**src/rtl/game_flow_pkg.sv**
```systemverilog
// ============================================================================
// Module      : game_flow_pkg
// Description : Shared types and constants for the keyboard-driven game flow.
//               - state enum whose encoding is the exported state code
//               - PS/2 set-2 scancode constants used by the flow
//               - helper mapping digit scancodes 1..3 to their value
// Revision    : 1.0  initial release
// ============================================================================
`default_nettype none

package game_flow_pkg;

    // The enum value is exported directly as the display state code, so the
    // encoding must stay 1..7 in flow order.
    typedef enum logic [2:0] {
        ST_SELECT_SPEED = 3'd1,
        ST_SPEED_REL    = 3'd2,
        ST_SELECT_DIFF  = 3'd3,
        ST_DIFF_REL     = 3'd4,
        ST_READY        = 3'd5,
        ST_RUN          = 3'd6,
        ST_OVER         = 3'd7
    } state_e;

    localparam logic [7:0] c_SC_BREAK = 8'hF0;
    localparam logic [7:0] c_SC_EXT   = 8'hE0;
    localparam logic [7:0] c_SC_KEY1  = 8'h16;
    localparam logic [7:0] c_SC_KEY2  = 8'h1E;
    localparam logic [7:0] c_SC_KEY3  = 8'h26;
    localparam logic [7:0] c_SC_SPACE = 8'h29;
    localparam logic [7:0] c_SC_ESC   = 8'h76;

    // Digit scancode -> 2'd1..3; any other code -> 2'd0.
    function automatic logic [1:0] digit_value(input logic [7:0] code);
        logic [1:0] val;
        val = 2'd0;
        case (code)
            c_SC_KEY1: val = 2'd1;
            c_SC_KEY2: val = 2'd2;
            c_SC_KEY3: val = 2'd3;
            default:   val = 2'd0;
        endcase
        return val;
    endfunction

endpackage : game_flow_pkg

`default_nettype wire

```
**src/rtl/game_flow_controller_if.sv**
```systemverilog
// ============================================================================
// Module      : game_flow_controller_if
// Description : Signal bundle between the keyboard/game side and the game
//               flow controller.
//   master : drives scan_code, scan_valid, game_over_in; observes outputs
//   slave  : the controller; consumes inputs, drives state_code, speed_sel,
//            difficulty_sel, game_run, game_start, time_left, round_won
// Revision    : 1.0  initial release
// ============================================================================
`default_nettype none

interface game_flow_controller_if;
    logic [7:0] scan_code;
    logic       scan_valid;
    logic       game_over_in;
    logic [7:0] state_code;
    logic [1:0] speed_sel;
    logic [1:0] difficulty_sel;
    logic       game_run;
    logic       game_start;
    logic [7:0] time_left;
    logic       round_won;

    modport master (
        output scan_code, scan_valid, game_over_in,
        input  state_code, speed_sel, difficulty_sel,
               game_run, game_start, time_left, round_won
    );

    modport slave (
        input  scan_code, scan_valid, game_over_in,
        output state_code, speed_sel, difficulty_sel,
               game_run, game_start, time_left, round_won
    );
endinterface : game_flow_controller_if

`default_nettype wire

```
**src/rtl/game_flow_controller_sec_tick_gen.sv**
```systemverilog
// ============================================================================
// Module      : sec_tick_gen
// Description : One-second tick generator. Counts enabled cycles 0..CLK_HZ-1
//               and pulses tick for one cycle at terminal count.
//   CLOCK_50 : clock          resetn : async active-low reset
//   clr      : sync counter clear (wins over en)
//   en       : count enable   tick   : one-cycle pulse at terminal count
// Revision    : 1.0  initial release
// ============================================================================
`default_nettype none

module sec_tick_gen #(
    parameter int CLK_HZ = 50_000_000
) (
    input  wire logic CLOCK_50,
    input  wire logic resetn,
    input  wire logic clr,
    input  wire logic en,
    output logic      tick
);

    localparam int                   c_CNT_W = (CLK_HZ > 1) ? $clog2(CLK_HZ) : 1;
    localparam logic [c_CNT_W-1:0]   c_TERM  = c_CNT_W'(CLK_HZ - 1);
    localparam logic [c_CNT_W-1:0]   c_ONE   = c_CNT_W'(1);

    logic [c_CNT_W-1:0] r_cnt;

    always_ff @(posedge CLOCK_50 or negedge resetn) begin
        if (!resetn) begin
            r_cnt <= '0;
        end else if (clr) begin
            r_cnt <= '0;
        end else if (en) begin
            if (r_cnt == c_TERM) begin
                r_cnt <= '0;
            end else begin
                r_cnt <= r_cnt + c_ONE;
            end
        end
    end

    assign tick = en && !clr && (r_cnt == c_TERM);

endmodule : sec_tick_gen

`default_nettype wire

```
**src/rtl/game_flow_controller.sv**
```systemverilog
// ============================================================================
// Module      : game_flow_controller
// Description : Keyboard-driven game flow sequencer. Decodes PS/2 prefix
//               bytes, walks SELECT_SPEED -> SPEED_REL -> SELECT_DIFF ->
//               DIFF_REL -> READY -> RUN -> OVER, latches selections and
//               runs the round countdown.
//   CLOCK_50 : clock           resetn : async active-low reset
//   bus      : slave side of game_flow_controller_if
//              (scan_code/scan_valid/game_over_in in; state_code, speed_sel,
//               difficulty_sel, game_run, game_start, time_left, round_won out)
// Revision    : 1.0  initial release
// ============================================================================
`default_nettype none

module game_flow_controller
    import game_flow_pkg::*;
#(
    parameter int CLK_HZ        = 50_000_000,
    parameter int ROUND_SECONDS = 30
) (
    input  wire logic               CLOCK_50,
    input  wire logic               resetn,
    game_flow_controller_if.slave   bus
);

    localparam logic [7:0] c_ROUND_LOAD = 8'(ROUND_SECONDS);

    state_e     r_state;
    logic       r_brk;
    logic       r_ext;
    logic [7:0] r_pend_key;
    logic [1:0] r_speed;
    logic [1:0] r_diff;
    logic       r_game_run;
    logic       r_game_start;
    logic [7:0] r_time_left;
    logic       r_round_won;

    logic       w_is_break_byte;
    logic       w_is_ext_byte;
    logic       w_key_evt;
    logic       w_make;
    logic       w_release;
    logic       w_esc;
    logic [1:0] w_digit;
    logic       w_is_digit;
    logic       w_pend_release;
    logic       w_start;
    logic       w_run_en;
    logic       w_tick;

    // ------------------------------------------------------------------
    // Byte classification. A key event is any valid byte that is not a
    // prefix; it consumes the prefix flags armed before it. Extended
    // events never produce make/release so they are ignored everywhere.
    // ------------------------------------------------------------------
    assign w_is_break_byte = bus.scan_valid && (bus.scan_code == c_SC_BREAK);
    assign w_is_ext_byte   = bus.scan_valid && (bus.scan_code == c_SC_EXT);
    assign w_key_evt       = bus.scan_valid && !w_is_break_byte && !w_is_ext_byte;
    assign w_make          = w_key_evt && !r_ext && !r_brk;
    assign w_release       = w_key_evt && !r_ext &&  r_brk;
    assign w_esc           = w_make && (bus.scan_code == c_SC_ESC);
    assign w_digit         = digit_value(bus.scan_code);
    assign w_is_digit      = (w_digit != 2'd0);
    assign w_pend_release  = w_release && (bus.scan_code == r_pend_key);

    // Esc outranks Space, so a start cannot coincide with an abort.
    assign w_start  = (r_state == ST_READY) && w_make && (bus.scan_code == c_SC_SPACE);
    assign w_run_en = (r_state == ST_RUN);

    sec_tick_gen #(
        .CLK_HZ (CLK_HZ)
    ) u_sec_tick_gen (
        .CLOCK_50 (CLOCK_50),
        .resetn   (resetn),
        .clr      (w_start),
        .en       (w_run_en),
        .tick     (w_tick)
    );

    // ------------------------------------------------------------------
    // Flow FSM with registered outputs.
    // ------------------------------------------------------------------
    always_ff @(posedge CLOCK_50 or negedge resetn) begin
        if (!resetn) begin
            r_state      <= ST_SELECT_SPEED;
            r_brk        <= 1'b0;
            r_ext        <= 1'b0;
            r_pend_key   <= 8'h00;
            r_speed      <= 2'd0;
            r_diff       <= 2'd0;
            r_game_run   <= 1'b0;
            r_game_start <= 1'b0;
            r_time_left  <= 8'd0;
            r_round_won  <= 1'b0;
        end else begin
            r_game_start <= 1'b0;

            // Prefix tracking runs independently of the flow state.
            if (w_is_break_byte) begin
                r_brk <= 1'b1;
            end else if (w_is_ext_byte) begin
                r_ext <= 1'b1;
            end else if (w_key_evt) begin
                r_brk <= 1'b0;
                r_ext <= 1'b0;
            end

            // Esc aborts to speed selection from anywhere; selections stay.
            // round_won can only be set in OVER, so clearing it here covers
            // the "leaving OVER" case.
            if (w_esc && (r_state != ST_SELECT_SPEED)) begin
                r_state     <= ST_SELECT_SPEED;
                r_game_run  <= 1'b0;
                r_round_won <= 1'b0;
            end else begin
                case (r_state)
                    ST_SELECT_SPEED: begin
                        if (w_make && w_is_digit) begin
                            r_speed    <= w_digit;
                            r_pend_key <= bus.scan_code;
                            r_state    <= ST_SPEED_REL;
                        end
                    end
                    ST_SPEED_REL: begin
                        // Typematic repeats are makes, so only the release
                        // of the chosen key advances.
                        if (w_pend_release) begin
                            r_state <= ST_SELECT_DIFF;
                        end
                    end
                    ST_SELECT_DIFF: begin
                        if (w_make && w_is_digit) begin
                            r_diff     <= w_digit;
                            r_pend_key <= bus.scan_code;
                            r_state    <= ST_DIFF_REL;
                        end
                    end
                    ST_DIFF_REL: begin
                        if (w_pend_release) begin
                            r_state <= ST_READY;
                        end
                    end
                    ST_READY: begin
                        if (w_start) begin
                            r_state      <= ST_RUN;
                            r_time_left  <= c_ROUND_LOAD;
                            r_game_run   <= 1'b1;
                            r_game_start <= 1'b1;
                        end
                    end
                    ST_RUN: begin
                        // A loss beats a coinciding expiry and freezes time.
                        if (bus.game_over_in) begin
                            r_state     <= ST_OVER;
                            r_round_won <= 1'b0;
                            r_game_run  <= 1'b0;
                        end else if (w_tick) begin
                            if (r_time_left == 8'd1) begin
                                r_time_left <= 8'd0;
                                r_state     <= ST_OVER;
                                r_round_won <= 1'b1;
                                r_game_run  <= 1'b0;
                            end else begin
                                r_time_left <= r_time_left - 8'd1;
                            end
                        end
                    end
                    ST_OVER: begin
                        if (w_make) begin
                            r_state     <= ST_SELECT_SPEED;
                            r_round_won <= 1'b0;
                        end
                    end
                    default: begin
                        r_state <= ST_SELECT_SPEED;
                    end
                endcase
            end
        end
    end

    assign bus.state_code     = {5'd0, r_state};
    assign bus.speed_sel      = r_speed;
    assign bus.difficulty_sel = r_diff;
    assign bus.game_run       = r_game_run;
    assign bus.game_start     = r_game_start;
    assign bus.time_left      = r_time_left;
    assign bus.round_won      = r_round_won;

endmodule : game_flow_controller

`default_nettype wire
```
**src/flat_wrapper.sv**
```systemverilog
// flat-port wrapper written by rule: the top's interface ports become plain ports
module game_flow_controller_flat import game_flow_pkg::*;
#(
    parameter int CLK_HZ        = 50_000_000,
    parameter int ROUND_SECONDS = 30
)
  (CLOCK_50, resetn, bus_scan_code, bus_scan_valid, bus_game_over_in, bus_state_code, bus_speed_sel, bus_difficulty_sel, bus_game_run, bus_game_start, bus_time_left, bus_round_won);
  game_flow_controller_if bus_i ();
  input  wire logic CLOCK_50;
  input  wire logic resetn;
  input wire logic [$bits(bus_i.scan_code)-1:0] bus_scan_code;
  input wire logic [$bits(bus_i.scan_valid)-1:0] bus_scan_valid;
  input wire logic [$bits(bus_i.game_over_in)-1:0] bus_game_over_in;
  output wire logic [$bits(bus_i.state_code)-1:0] bus_state_code;
  output wire logic [$bits(bus_i.speed_sel)-1:0] bus_speed_sel;
  output wire logic [$bits(bus_i.difficulty_sel)-1:0] bus_difficulty_sel;
  output wire logic [$bits(bus_i.game_run)-1:0] bus_game_run;
  output wire logic [$bits(bus_i.game_start)-1:0] bus_game_start;
  output wire logic [$bits(bus_i.time_left)-1:0] bus_time_left;
  output wire logic [$bits(bus_i.round_won)-1:0] bus_round_won;
  assign bus_i.scan_code = bus_scan_code;
  assign bus_i.scan_valid = bus_scan_valid;
  assign bus_i.game_over_in = bus_game_over_in;
  assign bus_state_code = bus_i.state_code;
  assign bus_speed_sel = bus_i.speed_sel;
  assign bus_difficulty_sel = bus_i.difficulty_sel;
  assign bus_game_run = bus_i.game_run;
  assign bus_game_start = bus_i.game_start;
  assign bus_time_left = bus_i.time_left;
  assign bus_round_won = bus_i.round_won;
  game_flow_controller #(.CLK_HZ(CLK_HZ), .ROUND_SECONDS(ROUND_SECONDS)) u_core (.CLOCK_50(CLOCK_50), .resetn(resetn), .bus(bus_i));
endmodule
```
**config.mk**
```make
export PLATFORM = sky130hd
export DESIGN_NAME = game_flow_controller_flat
export DESIGN_NICKNAME = d
export VERILOG_FILES = /design/src/rtl/game_flow_pkg.sv /design/src/rtl/game_flow_controller_if.sv /design/src/rtl/game_flow_controller_sec_tick_gen.sv /design/src/rtl/game_flow_controller.sv /design/src/flat_wrapper.sv
export SDC_FILE = /design/constraint.sdc
export NUM_CORES = 1
export LEC_CHECK = 0
export CELL_PAD_IN_SITES_DETAIL_PLACEMENT = 1
export CELL_PAD_IN_SITES_GLOBAL_PLACEMENT = 1
export CORE_MARGIN = 3
export CORE_UTILIZATION = 40
export DETAILED_ROUTE_END_ITERATION = 10
export PLACE_DENSITY = 0.89
export SLEW_MARGIN = 15
export SYNTH_ARGS = -nofsm -noshare
export SYNTH_HDL_FRONTEND = slang
export SYNTH_HIERARCHICAL = 1
export SYNTH_SLANG_ARGS = --single-unit
```
**constraint.sdc**
```tcl
create_clock -name CLOCK_50 -period 2.9 [get_ports CLOCK_50]
set_input_delay 0.435 -clock CLOCK_50 [delete_from_list [all_inputs] [get_ports CLOCK_50]]
set_output_delay 0.435 -clock CLOCK_50 [all_outputs]
set_load 0.005 [all_outputs]
```
-- After elaboration in Yosys (flattened, before gate mapping)
Index checks and enable logic that the tools add are counted.
- register bits after elaboration: 54
- bits of input ports: 12
- output and inout port bits: 23
- word-level logic and storage cells: 121
- $add $sub $neg: 2
- equal/unequal tests: 30
- multiplexer cells: 39
- bitwise gates (word level): 2
- reductions and logical operators: 37
- operators with widths (cell ; count):
    26-bit 2-to-1 mux ; 3
    8-bit 2-to-1 mux ; 4
    3-bit 2-to-1 mux ; 10
    26-bit by 1-bit adder with 26-bit output, second input constant ; 1
    26-bit equality test, second input constant ; 1
    3-bit case mux with 7 select lines ; 1
    3-bit by 1-bit != test with 1-bit output, second input constant ; 6
    1-bit 2-to-1 mux ; 17
    8-bit by 5-bit equality test with 1-bit output, second input constant ; 2
    8-bit by 6-bit equality test with 1-bit output, second input constant ; 2
    8-bit equality test, second input constant ; 2
    8-bit case mux with 2 select lines ; 1
    1-bit logical AND ; 15
    3-bit equality test, second input constant ; 4
    2-bit nonzero test ; 5
    3-bit AND reduction ; 3
    8-bit by 1-bit equality test with 1-bit output, second input constant ; 1
    8-bit by 7-bit equality test with 1-bit output, second input constant ; 1
    8-bit equality test ; 1
    4-bit by 2-bit != test with 1-bit output, second input constant ; 2
    4-bit AND reduction ; 2
    8-bit AND reduction ; 1
    8-bit by 1-bit subtractor with 8-bit output, second input constant ; 1
    3-bit by 2-bit equality test with 1-bit output, second input constant ; 2
    other kinds (12) ; 22

-- Logic depth before layout (Yosys ltp)
- depth after elaboration: 16
- depth in mapped cells: 13
- depth with buffers taken out: 10

-- Modules after synthesis
The synthesis kept the hierarchy.
- by module, submodules not included (module ; times used ; cells each ; area each (µm²) ; sequential area each (µm²)):
    game_flow_controller ; 1 ; 168 ; 1686.6 ; 701.9
    sec_tick_gen ; 1 ; 175 ; 1607.8 ; 650.6

-- Worst setup path before layout
OpenSTA, ideal clock, no wires.
- kind: register -> register
- start: register u_core.u_sec_tick_gen.r_cnt[18]
- end: register u_core.r_time_left[5] (netlist: u_core/bus.time_left[5])
- setup time: 0.065 ns
- data arrival time: 2.795 ns
- data required time: 2.835 ns
- slack: 0.041 ns
- cell stages (with the launch flop): 10
- buffers on the path: 0
- period minus slack after synthesis: 2.859 ns
- cell sequence: dfrtp_1 -> or4b_4 -> nor4_4 -> nand2_1 -> nor3_1 -> nand3b_1 -> o21ai_0 -> or4b_4 -> nor4_1 -> o22a_1
- cells in the longest elaborated chain, start to end: 4
- ends and longest elaborated chain (what ; line ; RTL):
    from (decl) ; game_flow_controller_sec_tick_gen.sv:26 ; logic [c_CNT_W-1:0] r_cnt;
    from (signal assigned) ; game_flow_controller_sec_tick_gen.sv:37 ; r_cnt <= r_cnt + c_ONE;
    26-bit equality test ; game_flow_controller_sec_tick_gen.sv:42 ; assign tick = en && !clr && (r_cnt == c_TERM);
    1-bit logical AND ; game_flow_controller_sec_tick_gen.sv:42 ;
    via u_core.w_tick ; game_flow_controller.sv:50 ; logic w_tick;
    2-bit by 1-bit != test with 1-bit output (no line) ; - ;
    5-bit AND reduction (no line) ; - ;
    to (signal assigned) ; game_flow_controller.sv:147 ; r_time_left <= c_ROUND_LOAD;
    to (signal assigned) ; game_flow_controller.sv:165 ; r_time_left <= r_time_left - 8'd1;
    to (decl) ; game_flow_controller.sv:36 ; logic [7:0] r_time_left;
The timed path passes the listed nets, and every way through them passes these cells.
A chain may end at the register's enable or synchronous reset.

-- Worst setup path in the final report
Same ends and word-level chain as after synthesis.

==> impl_metrics.env <==
export IMPL_layout_setup_ws_ns=0.0726
export IMPL_drt_total_wl_um=9510
export IMPL_clock_latency_ns=0.31
export IMPL_hold_violations=0
export IMPL_syn_area_um2=3290
export IMPL_slowest_delay_ns=0.56
export IMPL_p_leak_nw=1.61
export IMPL_layout_drive_gt1_share_pct=20.3
export IMPL_cp_max_fo=4
export IMPL_ys_flop_type="dfrtp_1"
export IMPL_arrival_ns=3.08
export IMPL_topRoutingLayerUsed="met4"
export IMPL_area_growth_pct=21.7
export IMPL_post_route_period_util_pct=97.5
export IMPL_cts_root_buf="clkbuf_8"
export IMPL_grt_pass1_wl_um=16000
export IMPL_rows=32
export IMPL_die_y_um=96.8
export IMPL_multiInputGateArea_um2=1810
export IMPL_fp_dieW_um=96.8
export IMPL_yosys_area_top_type="dfrtp_1"
export IMPL_path_class="reg2reg"
export IMPL_wl_met2_um=5000
export IMPL_crit_required_ns=3.15
export IMPL_clkSinkCount=54
export IMPL_overflow=0
export IMPL_initial_utilization_pct=42.0
export IMPL_post_cts_setup_buffers=0
export IMPL_fin_skew_ns=0.0138
export IMPL_first_global_vias=3293
export IMPL_fin_crit_ns=2.83
export IMPL_wl_met1_um=4000
export IMPL_htreeDepth=2
export IMPL_io_buffers=29
export IMPL_clockBufferDepth=2
export IMPL_synth_cells=343
export IMPL_synth_seq_area_share_pct=41.1
export IMPL_max_slew_worst_pin_slew_ns=1.05
export IMPL_drv_slew=0
export IMPL_hp_class="in2async"
export IMPL_fin_setup_tns_ns=0
export IMPL_setup_viol=0
export IMPL_route_vias_total=3048
export IMPL_avgSynthCellArea_um2=9.60
export IMPL_core_area_um2=7850
export IMPL_post_route_drc_count=0
export IMPL_wl_per_cell_um=19.0
export IMPL_vias_per_cell=6.08
export IMPL_path_cells="or4b_4 > nor4_4 > nand2_1 > nor3_2 > nand3b_1 > o21ai_2 > or4b_4 > nor4_2 > o22a_1"
export IMPL_p_per_area_nw_per_um2=600
export IMPL_fill_cells=920
export IMPL_ir_drop_uv=243
export IMPL_cts_tree="done"
export IMPL_ant_nets=0
export IMPL_first_pass_iters=4
export IMPL_stdcell_count=501
export IMPL_cts_hold_buf=0
export IMPL_antenna_found_initial=0
export IMPL_critPathLaunchType="register"
export IMPL_cts_made_buffers=5
export IMPL_dp_cells=493
export IMPL_diodes=0
export IMPL_cap_violations=0
export IMPL_synth_seq_cells=54
export IMPL_path_clk_slew_ns=0.10
export IMPL_synth_edf_count=0
export IMPL_yosysUniqueCellTypes=67
export IMPL_cp_common_cell="or4b_4"
export IMPL_nets=413
export IMPL_timing_fmax_mhz=354
export IMPL_pre_cts_slack_ns=-0.361
export IMPL_drt_iter0_drc=135
export IMPL_dpl_hpwl_um=6870
export IMPL_synth_top_area_share_pct=40.3
export IMPL_ios=35
export IMPL_crit_path_end_kind="register"
export IMPL_track_usage_pct=20.4
export IMPL_yosysWarnings=6
export IMPL_grt_max_degree=46
export IMPL_slew_headroom_pct=30.1
export IMPL_regArea_um2=1350
export IMPL_status="finished clean"
export IMPL_synth_top_cells_by_area="dfrtp_1, xor2_1, nor3_1"
export IMPL_gp_congestion=0.842
export IMPL_grt_setup_unrepaired="no"
export IMPL_async_flop_share_pct=100
export IMPL_dieArea_um2=9360
export IMPL_wl_met3_um=331
export IMPL_cpMaxStageDelayCell="or4b_4"
==> where the power goes <==
part	internal, mW	total, mW	switching [mW]
Sequential	0.880	1.07	0.191
Combinational	0.368	0.826	0.459
Clock	0.255	0.508	0.253
==> worst max-delay path, delay by kind of cell (launching register included) <==
family	cells	cell delay [ns]
AOI/OAI and AO/OA	2	0.35
DFF	1	0.41
and+or+nand+nor	7	2.01
==> cell usage after synthesis (3+ instances only) <==
cell       count
o21ai_0       16
clkbuf_1      10
nand3b_1       5
nand2b_1       7
a32o_1         7
o211ai_1       3
a22oi_1        3
buf_4          6
a21oi_1       19
nor3_1        22
nand3_1       11
nor3b_1        3
nor4_1         4
and4_1         4
inv_1          9
dfrtp_1       53
o31ai_1        4
nand2_1       15
xor2_1        13
or3_1          3
nor2_1        26
or4_1          3
ha_1           3
o21ai_2        3
nand4b_1       5
and3_1         3
o2bb2ai_1      3
nand4_1        9
and2_1         9
mux2_2         7
==> state kept, by name, summed over array words and instances (netlist names) <==
register / cells
u_core/bus.round_won: 1
u_core/bus.difficulty_sel: 2
u_core/u_sec_tick_gen/r_cnt: 26
u_core/r_state: 3
u_core/bus.game_run: 1
u_core/bus.time_left: 8
u_core/r_brk: 1
u_core/r_ext: 1
u_core/bus.game_start: 1
u_core/r_pend_key: 8
u_core/bus.speed_sel: 2
==> layout by cell type (no fill, tap or decap), types with 5 or more instances in the layout <==
| master | netlist | layout |
|---|---|---|
| a32o_1 | 7 | 7 |
| o21ai_0 | 16 | 15 |
| dfrtp_1 | 53 | 53 |
| buf_4 | 6 | 38 |
| nand3b_1 | 5 | 5 |
| nand2b_1 | 7 | 7 |
| mux2_2 | 7 | 7 |
| clkdlybuf4s50_1 | 0 | 28 |
| nand3_1 | 11 | 11 |
| nand2_1 | 15 | 15 |
| nor3_1 | 22 | 18 |
| clkbuf_8 | 1 | 5 |
| xor2_1 | 13 | 13 |
| and2_1 | 9 | 9 |
| inv_1 | 9 | 9 |
| a21oi_1 | 19 | 19 |
| nand4_1 | 9 | 9 |
| nand4b_1 | 5 | 5 |
| nor2_1 | 26 | 26 |
| conb_1 | 1 | 5 |
==> layout make-up <==
class	count	share of cell area (%)
multi-input combinational	260	45.2
sequential	54	33.7
timing repair buffer	67	14.2
tap	102	3.18
clock buffer	5	1.72
clock inverter	3	0.998
inverter	10	0.936
==> through the flow <==
step	hold WS (ns)	area [um2]	total power [mW]	utilization, %
final	0.302	4010	2.41	51.1
after global routing	0.374	4010	2.55	51.1
after CTS	0.338	3990	2.40	50.9
after detailed placement	0.477	3880	1.88	49.4
after global placement	0.477	3880	1.82	49.4
after floorplan	0.139	3310	1.53	-
==> what timing repair did <==
action	in CTS	in global routing
cloned	0	0
endpoints found under the setup margin	2	5
resized for setup	2	4
==> routing by layer <==
metal  global-route usage [%]  vias to the layer above
met5                        0                        -
met4                     7.34                        0
met3                     3.39                       15
met2                     36.2                       78
met1                     24.8                     1574
li1                         -                     1381
==> path summary, 6_finish.rpt <==
| path | start | endpoint | slack (ns) | cells past startpoint |
|---|---|---|---|---|
| worst min register to register | u_core/r_pend_key[2]$_DFFE_PN0P_ | u_core/r_pend_key[2]$_DFFE_PN0P_ | 0.50 | 1 |
| worst max register to register | u_core/u_sec_tick_gen/r_cnt[18]$_DFFE_PN0P_ | u_core/bus.time_left[5]$_DFFE_PN0P_ | 0.07 | 9 |
| worst max-delay path | u_core/u_sec_tick_gen/r_cnt[18]$_DFFE_PN0P_ | u_core/bus.time_left[5]$_DFFE_PN0P_ | 0.07 | 9 |
| min in group CLOCK_50 | u_core/r_pend_key[2]$_DFFE_PN0P_ | u_core/r_pend_key[2]$_DFFE_PN0P_ | 0.50 | 1 |
| max in group asynchronous | resetn | u_core/r_pend_key[6]$_DFFE_PN0P_ | 1.86 | 2 |
| worst min-delay path | resetn | u_core/u_sec_tick_gen/r_cnt[12]$_DFFE_PN0P_ | 0.30 | 1 |
==> cells by family after synthesis <==
family                   count (synthesis)  share of synthesized area [%]
AND/OR/NAND/NOR                        151                           29.0
AO/OA/AOI/OAI                           78                           16.7
flip-flops                              54                           41.1
buffers and inverters                   33                           5.28
XOR/XNOR                                15                           3.99
multiplexers                             8                           2.70
adder cells (fa/ha/maj)                  3                           1.14
other                                    1                          0.114
(Power assumes the default switching activity.)
